<file path="src/rtl/cmp_pkg.sv">
// Shared types and round-robin winner selection for the comparator-sharing arbiter.
package cmp_pkg;

    typedef enum logic {IDLE, RESP} cmp_state_t;

    typedef struct packed {
        logic lt;
        logic eq;
        logic gt;
    } cmp_res_t;

    localparam int unsigned RR_MAX = 8;

    // First valid index at or after ptr, wrapping modulo n (n <= RR_MAX).
    function automatic int unsigned rr_pick(input logic [RR_MAX-1:0] valid,
                                            input int unsigned ptr,
                                            input int unsigned n);
        int unsigned pick;
        int unsigned idx;
        logic        found;
        pick  = 0;
        found = 1'b0;
        for (int unsigned k = 0; k < RR_MAX; k++) begin
            idx = (ptr + k) % n;
            if (k < n && !found && valid[idx[2:0]]) begin
                pick  = idx;
                found = 1'b1;
            end
        end
        return pick;
    endfunction

endpackage

</file>
<file path="src/rtl/cmp_core.sv">
// Combinational W-bit magnitude comparator; sgn selects two's-complement ordering.
module cmp_core
    import cmp_pkg::*;
#(
    parameter int unsigned W = 16
) (
    input  logic [W-1:0] a,
    input  logic [W-1:0] b,
    input  logic         sgn,
    output cmp_res_t     res
);

    logic lt_u;
    logic lt_s;

    always_comb begin
        lt_u   = a < b;
        lt_s   = $signed(a) < $signed(b);
        res.eq = a == b;
        res.lt = sgn ? lt_s : lt_u;
        res.gt = !res.eq && !res.lt;
    end

endmodule

</file>
<file path="src/rtl/cmp_share_arb.sv">
// Round-robin arbiter sharing one comparator among NREQ requesters, one transaction in flight.
// Optional CMP_SIGNED_EN adds a per-requester req_signed input for two's-complement compares.
module cmp_share_arb
    import cmp_pkg::*;
#(
    parameter  int unsigned NREQ = 4,
    parameter  int unsigned W    = 16,
    localparam int unsigned IDW  = $clog2(NREQ)
) (
    input  logic              clk,
    input  logic              rst,
`ifdef CMP_SIGNED_EN
    input  logic [NREQ-1:0]   req_signed,
`endif
    input  logic [NREQ-1:0]   req_valid,
    output logic [NREQ-1:0]   req_ready,
    input  logic [NREQ*W-1:0] req_a,
    input  logic [NREQ*W-1:0] req_b,
    output logic [NREQ-1:0]   resp_valid,
    input  logic [NREQ-1:0]   resp_ready,
    output logic              resp_lt,
    output logic              resp_eq,
    output logic              resp_gt,
    output logic [IDW-1:0]    resp_id,
    output logic              busy
);

    cmp_state_t      state;
    logic [IDW-1:0]  rr_ptr;
    logic [IDW-1:0]  winner;
    logic [NREQ-1:0] grant;
    logic [W-1:0]    a_sel;
    logic [W-1:0]    b_sel;
    logic            sgn_sel;
    cmp_res_t        cmp_now;
    cmp_res_t        res_q;

    always_comb begin
        winner = IDW'(rr_pick(8'(req_valid), 32'(rr_ptr), NREQ));
        grant  = NREQ'(1) << winner;
        a_sel  = req_a[32'(winner)*W +: W];
        b_sel  = req_b[32'(winner)*W +: W];
`ifdef CMP_SIGNED_EN
        sgn_sel = req_signed[winner];
`else
        sgn_sel = 1'b0;
`endif
        req_ready = (state == IDLE && |req_valid) ? grant : '0;
    end

    cmp_core #(.W(W)) u_core (
        .a   (a_sel),
        .b   (b_sel),
        .sgn (sgn_sel),
        .res (cmp_now)
    );

    always_ff @(posedge clk or posedge rst) begin
        if (rst) begin
            state      <= IDLE;
            rr_ptr     <= '0;
            res_q      <= '0;
            resp_id    <= '0;
            resp_valid <= '0;
            busy       <= 1'b0;
        end else begin
            case (state)
                IDLE: begin
                    if (|req_valid) begin
                        res_q      <= cmp_now;
                        resp_id    <= winner;
                        resp_valid <= grant;
                        busy       <= 1'b1;
                        state      <= RESP;
                    end
                end
                RESP: begin
                    if (resp_ready[resp_id]) begin
                        rr_ptr     <= (resp_id == IDW'(NREQ - 1)) ? '0 : resp_id + 1'b1;
                        res_q      <= '0;
                        resp_valid <= '0;
                        busy       <= 1'b0;
                        state      <= IDLE;
                    end
                end
                default: state <= IDLE;
            endcase
        end
    end

    assign resp_lt = res_q.lt;
    assign resp_eq = res_q.eq;
    assign resp_gt = res_q.gt;

endmodule

</file>
<file path="config.mk">
export PLATFORM = sky130hd
export DESIGN_NAME = cmp_share_arb
export DESIGN_NICKNAME = d
export VERILOG_FILES = /design/src/rtl/cmp_pkg.sv /design/src/rtl/cmp_core.sv /design/src/rtl/cmp_share_arb.sv
export SDC_FILE = /design/constraint.sdc
export NUM_CORES = 1
export LEC_CHECK = 0
export ABC_AREA = 1
export BUFFER_PORTS_ARGS = -buffer_cell sky130_fd_sc_hd__clkbuf_2
export CAP_MARGIN = 20
export CELL_PAD_IN_SITES_DETAIL_PLACEMENT = 0
export CELL_PAD_IN_SITES_GLOBAL_PLACEMENT = 1
export CORE_ASPECT_RATIO = 0.75
export CORE_UTILIZATION = 28
export CTS_BUF_LIST = sky130_fd_sc_hd__clkbuf_4 sky130_fd_sc_hd__clkbuf_8 sky130_fd_sc_hd__clkbuf_16
export CTS_CLUSTER_SIZE = 30
export DETAILED_ROUTE_END_ITERATION = 7
export PLACE_DENSITY = 0.88
export SETUP_SLACK_MARGIN = 0.4
export SLEW_MARGIN = 20
export SYNTH_ARGS = -nofsm -noshare
export SYNTH_HDL_FRONTEND = slang
export SYNTH_SLANG_ARGS = --single-unit
</file>
<file path="constraint.sdc">
create_clock -name clk -period 3.8 [get_ports clk]
set_clock_uncertainty 0.2 [all_clocks]
set_input_delay 0.76 -clock clk [delete_from_list [all_inputs] [get_ports clk]]
set_output_delay 0.76 -clock clk [all_outputs]
set_load 0.005 [all_outputs]
</file>
# ---- Word level (Yosys, flattened, before mapping)
# Index checks and enable logic that the tools add are counted.
dict set report classes {
  addsub 4
  n_eq_ne 4
  n_lt_le_gt_ge 6
  bitwise 1
  n_reduce_logical 14
  shifts 3
  muxes 31
}
# operator n
set op_table {}
lappend op_table {{$shiftx 64x7->16} 2}
lappend op_table {{$eq 16x16->1} 1}
lappend op_table {{$lt 16x16->1} 1}
lappend op_table {{$lt 2x4->1 const B} 4}
lappend op_table {{$mux 1} 12}
lappend op_table {{$mux 4} 3}
lappend op_table {{$bmux 1 s2} 5}
lappend op_table {{$mux 2} 5}
lappend op_table {{$pmux 4 s2} 1}
lappend op_table {{$mux 3} 2}
lappend op_table {{$pmux 3 s2} 1}
lappend op_table {{$reduce_and 2->1} 3}
lappend op_table {{$logic_and 1x1->1} 5}
lappend op_table {{$logic_not 1->1} 5}
lappend op_table {{$add 2x1->2 const B} 2}
lappend op_table {{$add 2x2->2 const B} 2}
lappend op_table {{$ne 2x1->1 const B} 2}
lappend op_table {{$pmux 1 s2} 2}
lappend op_table {{$reduce_or 4->1} 1}
lappend op_table {{$shl 1x2->4 const A} 1}
lappend op_table {{$lt 2x3->1 const B} 1}
lappend op_table {{$eq 2x2->1 const B} 1}
lappend op_table {{$not 1->1} 1}
dict set report word_totals {
  out_inout_bits 14
  elab_cells 71
  register_bits 13
}

# ---- Depth between registers and ports, before layout
dict set report logic_depth {
  ltp_word 18
  mapped_depth 24
  mapped_depth_nobuf 23
}

# ---- Hierarchy
# From an unflattened synthesis, not the netlist that was laid out.
dict set report unflattened {
  hier_cells 508
  hier_area_um2 2687.6
}
# module instances area_per_inst_um2 cells_per_inst seq_area_each_um2
set modules_own_cells {}
lappend modules_own_cells {cmp_share_arb 1 2197.1 429 325.3}
lappend modules_own_cells {cmp_core 1 490.5 79 0.0}

# ---- Worst setup path after synthesis
# No wires, ideal clock.
dict set report synth_path {
  path_kind {input to register}
  start {input port req_valid[3]}
  end {register res_q (netlist bit resp_gt)}
  slack_ns 0.638
  arrival_time_ns 2.845
  t_required_ns 3.483
  n_path_buf 2
  path_stages 20
  cell_sequence {inv_1 nand2_1 nand3_2 nand2_2 nor2_4 nand4_1 nand2_2 buf_6 buf_6 nand4_1 nand2_1 nor2_1 ha_1 nand2_1 nor2_1 nand4_1 nor3b_1 a31oi_1 nand2_1 nand2_1}
}
dict set report synth_via {
  elab_chain_len 18
  word_cells_on_any_way 33
}
# item line_no
set synth_rtl {}
lappend synth_rtl {{start: declaration} cmp_share_arb.sv:15} ;# input logic [NREQ-1:0] req_valid,
lappend synth_rtl {{$bmux 1 s2} cmp_pkg.sv:25} ;# if (k < n && !found && valid[idx[2:0]]) begin
lappend synth_rtl {{$mux 1 (implied by the code)} cmp_pkg.sv:25}
lappend synth_rtl {{$mux 1} cmp_pkg.sv:25}
lappend synth_rtl {{$logic_not 1->1} cmp_pkg.sv:25}
lappend synth_rtl {{$logic_and 1x1->1} cmp_pkg.sv:25}
lappend synth_rtl {{$mux 1} cmp_pkg.sv:25}
lappend synth_rtl {{$logic_not 1->1} cmp_pkg.sv:25}
lappend synth_rtl {{$logic_and 1x1->1} cmp_pkg.sv:25}
lappend synth_rtl {{[2 not listed]} --}
lappend synth_rtl {{$logic_and 1x1->1} cmp_pkg.sv:25}
lappend synth_rtl {{$mux 2} cmp_pkg.sv:25}
lappend synth_rtl {{$shiftx 64x7->16 (on tied branches)} {cmp_share_arb.sv:41, cmp_share_arb.sv:42}}
lappend synth_rtl {{$lt 16x16->1 or $eq 16x16->1 (tied branches)} {cmp_core.sv:17, cmp_core.sv:19}}
lappend synth_rtl {{$logic_not 1->1} cmp_core.sv:21} ;# res.gt = !res.eq && !res.lt;
lappend synth_rtl {{$logic_and 1x1->1} cmp_core.sv:21}
lappend synth_rtl {{$mux 3} cmp_share_arb.sv:69} ;# if (|req_valid) begin
lappend synth_rtl {{$pmux 3 s2} cmp_share_arb.sv:67} ;# case (state)
lappend synth_rtl {{end signal: assignment} cmp_share_arb.sv:70} ;# res_q <= cmp_now;
lappend synth_rtl {{end: declaration} cmp_share_arb.sv:36} ;# cmp_res_t res_q;
# Parallel ways exist; a longest one is shown, timed or not. The select of a mux whose other input is x is not followed.
# A chain may end at the register's enable or synchronous reset.

# ---- Worst setup path after layout
dict set report layout_path {
  start {input port req_valid[3]}
  end {output port req_ready[0]}
}
dict set report layout_via {
  elab_chain_len 14
  word_cells_on_any_way 25
}
# item line_no
set layout_rtl {}
lappend layout_rtl {{$bmux 1 s2} cmp_pkg.sv:25}
lappend layout_rtl {{$mux 1 (implied by the code)} cmp_pkg.sv:25}
lappend layout_rtl {{$mux 1} cmp_pkg.sv:25}
lappend layout_rtl {{$logic_not 1->1} cmp_pkg.sv:25}
lappend layout_rtl {{$logic_and 1x1->1} cmp_pkg.sv:25}
lappend layout_rtl {{$mux 1} cmp_pkg.sv:25}
lappend layout_rtl {{$logic_not 1->1} cmp_pkg.sv:25}
lappend layout_rtl {{$logic_and 1x1->1} cmp_pkg.sv:25}
lappend layout_rtl {{$mux 1} cmp_pkg.sv:25}
lappend layout_rtl {{$logic_not 1->1} cmp_pkg.sv:25}
lappend layout_rtl {{$logic_and 1x1->1} cmp_pkg.sv:25}
lappend layout_rtl {{$mux 2} cmp_pkg.sv:25}
lappend layout_rtl {{$shl 1x2->4} cmp_share_arb.sv:40} ;# grant = NREQ'(1) << winner;
lappend layout_rtl {{$mux 4 (*)} cmp_share_arb.sv:48} ;# req_ready = (state == IDLE && |req_valid) ? grant : '0;
lappend layout_rtl {{end: declaration} cmp_share_arb.sv:16} ;# output logic [NREQ-1:0] req_ready,
# Every way passes the cells marked *; elsewhere a longest branch is shown, timed or not. The select of a mux whose other input is x is not followed.

==> flow_metrics.env <==
export IMPL_status="finished clean"
export IMPL_cts_buffer_depth=2
export IMPL_critPathBufInv=8
export IMPL_vias_per_cell=4.67
export IMPL_overflow=0
export IMPL_synthSimpleGateAreaFrac=0.562
export IMPL_drtAntennaViolNets=0
export IMPL_antenna_cells=0
export IMPL_nets=781
export IMPL_fmax_ghz=0.292
export IMPL_syn_area_um2=2620
export IMPL_synth_compound_area_share=0.0634
export IMPL_grt_use_total=0.174
export IMPL_die_w_um=114
export IMPL_cts_made_buffers=3
export IMPL_dp_hpwl_mm=7.11
export IMPL_cp_end_kind="output pin"
export IMPL_synthMuxAreaShare=0
export IMPL_path_clk_slew_ns=0.05
export IMPL_worstPathRequired_ns=2.84
export IMPL_path_max_fanout=6
export IMPL_wl_mm=9.28
export IMPL_cp_start_kind="input port"
export IMPL_synth_xor_area_frac=0
export IMPL_synthesis_nets=629
export IMPL_portBuffers=151
export IMPL_synth_distinct_cells=29
export IMPL_placed_cells=739
export IMPL_yosysSeqAreaShare=0.124
export IMPL_htreeDepth=1
export IMPL_multi_input_area_um2=1910
export IMPL_drive_gt1_frac=0.344
export IMPL_period_share=0.903
export IMPL_hold_class="reg2reg"
export IMPL_finalHoldViolCount=0
export IMPL_layout_common_cells="151 x clkbuf_2, 144 x nand2_1, 62 x inv_1, 56 x nand3_1, 41 x nor2_1"
export IMPL_worst_r2r_setup_slack_ns=0.45
export IMPL_yosys_warnings=0
export IMPL_cts_sinks=13
export IMPL_n_fill_cell=1004
export IMPL_crit_chain="clkbuf_2, inv_2, nand2_1, nand3_2, nand2_2, inv_2, nand2_1, nand2_1, nand2_1, nand2_4, nand2_4, nor2_4, buf_6, clkbuf_16, buf_4, inv_1, nor2_1, clkbuf_2"
export IMPL_drt_initial_drc_count=153
export IMPL_placementRows=30
export IMPL_drt_pass1_iter_count=4
export IMPL_min_period_ns=3.43
export IMPL_worst_pin_slew_ns=0.525
export IMPL_synthAdderAreaFrac=0.0811
export IMPL_critPathMaxStageDelay_ns=0.18
export IMPL_synth_seq_cells=13
export IMPL_seqCellArea_um2=327
export IMPL_rsz0062_at_grt="true"
export IMPL_slew_viol_final=0
export IMPL_drv_cap=0
export IMPL_synth_cells=474
export IMPL_fin_cells=753
export IMPL_critPathTopFamily="simple AND/OR/NAND/NOR gates"
export IMPL_gp_congestion=0.890
export IMPL_core_area_um2=9080
export IMPL_grt_pass1_vias=3119
export IMPL_clk_latency_ns=0.24
export IMPL_slowest_stage="nor2_4"
export IMPL_setup_tns_ns=0
export IMPL_post_drt_wl_per_cell_um=12.3
export IMPL_grt_pass1_wl_mm=14.0
export IMPL_final_common_cell="clkbuf_2"
export IMPL_start_util=0.289
export IMPL_path_class="in2out"
export IMPL_avgSynthCellArea_um2=5.54
export IMPL_die_area_um2=9770
export IMPL_postLayoutCoreUtil=0.418
export IMPL_ios=152
export IMPL_grt_max_degree=52
export IMPL_vias=3513
export IMPL_synth_top_family_by_area="simple AND/OR/NAND/NOR gates"
export IMPL_syn2layout_area_growth_pct=44.6
export IMPL_setup_viol=0
export IMPL_drcViolationCount=0
export IMPL_slew_headroom=0.649
export IMPL_antenna_found_initial=0
export IMPL_root_buffer="clkbuf_16"
export IMPL_cp_common_cell="nand2_1"
export IMPL_arrival_ns=2.47
export IMPL_cts_tree="done"
export IMPL_die_y_um=85.8
==> cell usage after synthesis (all sizes together) <==
cell type    n  share of area
o21ai       17          0.032
clkbuf       6         0.0086
ha          17          0.081
nor2        44          0.069
inv         70           0.10
dfrtp       13           0.12
nor3b        1         0.0029
buf         23          0.061
nand3       58           0.11
nand4       34          0.087
a31oi        1         0.0024
nor4         1         0.0024
o31ai        1         0.0029
a21oi        9          0.017
o21bai       1         0.0029
o22ai        1         0.0024
a31o         1         0.0033
nand2      159           0.24
nand3b      17          0.049
==> metal layers <==
metal	vias up	GRT usage	share of wire
met1	1538	0.228	0.47
met3	10	0.0247	0.062
met5	-	0	0
met2	130	0.304	0.45
li1	1835	-	-
met4	0	0.0331	0.013
==> area by class of cell <==
cell class | instances | share of cell area
clock buffer | 3 | 0.0198
sequential | 13 | 0.0861
multi-input combinational | 362 | 0.503
timing repair buffer | 176 | 0.277
clock inverter | 1 | 0.00132
inverter | 70 | 0.0699
tap | 128 | 0.0422
==> flip-flops by register name, summed over array words and instances (netlist names) <==
signal      count
busy            1
resp_eq         1
resp_gt         1
resp_id         2
resp_lt         1
resp_valid      4
rr_ptr          2
state           1
==> logic make-up after synthesis <==
group	Yosys count
buf+inv	99
compound gates	31
simple gates	314
flops	13
fa+ha+maj	17
==> worst register-to-register path: stages (launching register included) <==
cell       delay (ns)
dfrtp_2          0.43
clkbuf_2         0.20
nand2_1          0.11
nand3_2          0.10
nand2_2          0.08
inv_2            0.07
nand2_1          0.06
nand2_1          0.06
nand2_1          0.09
nand2_4          0.11
nand2_4          0.08
nor2_4           0.18
buf_6            0.14
clkbuf_16        0.13
nand2_1          0.05
nand2_1          0.05
nor2_1           0.05
ha_1             0.28
nand2_2          0.06
nor2_4           0.11
nand4_1          0.13
nor3b_2          0.21
a31oi_2          0.12
nand2_1          0.07
nand2_1          0.05
==> path summary, 6_finish.rpt <==
kind                            cells past startpoint           end    startpoint
min in group asynchronous                           2    resp_id[0]           rst
worst max-delay path                               18  req_ready[0]  req_valid[3]
max in group asynchronous                           2     rr_ptr[0]           rst
worst max register to register                     24       resp_gt     rr_ptr[0]
worst min register to register                      2          busy          busy
worst min-delay path                                2          busy          busy
==> stage by stage <==
step	worst slack, ns	hold slack [ns]	cell area, µm²
2_1_floorplan	0.638	0.265	2620
3_3_place_gp	0.330	0.269	3520
3_5_place_dp	0.192	0.266	3520
4_1_cts	0.426	0.284	3600
5_1_grt	0.266	0.321	3790
6_report	0.370	0.282	3790
==> what timing repair did <==
item,in CTS,in global routing
cloned,0,3
setup endpoints to repair,2,4
hold buffers,0,0
pin swaps,0,17
gates resized for setup,1,30
setup buffers,0,7
Power is left out: the tool's default activity adds up to more than one toggle a clock period on the data nets, which glitch-free logic cannot reach.
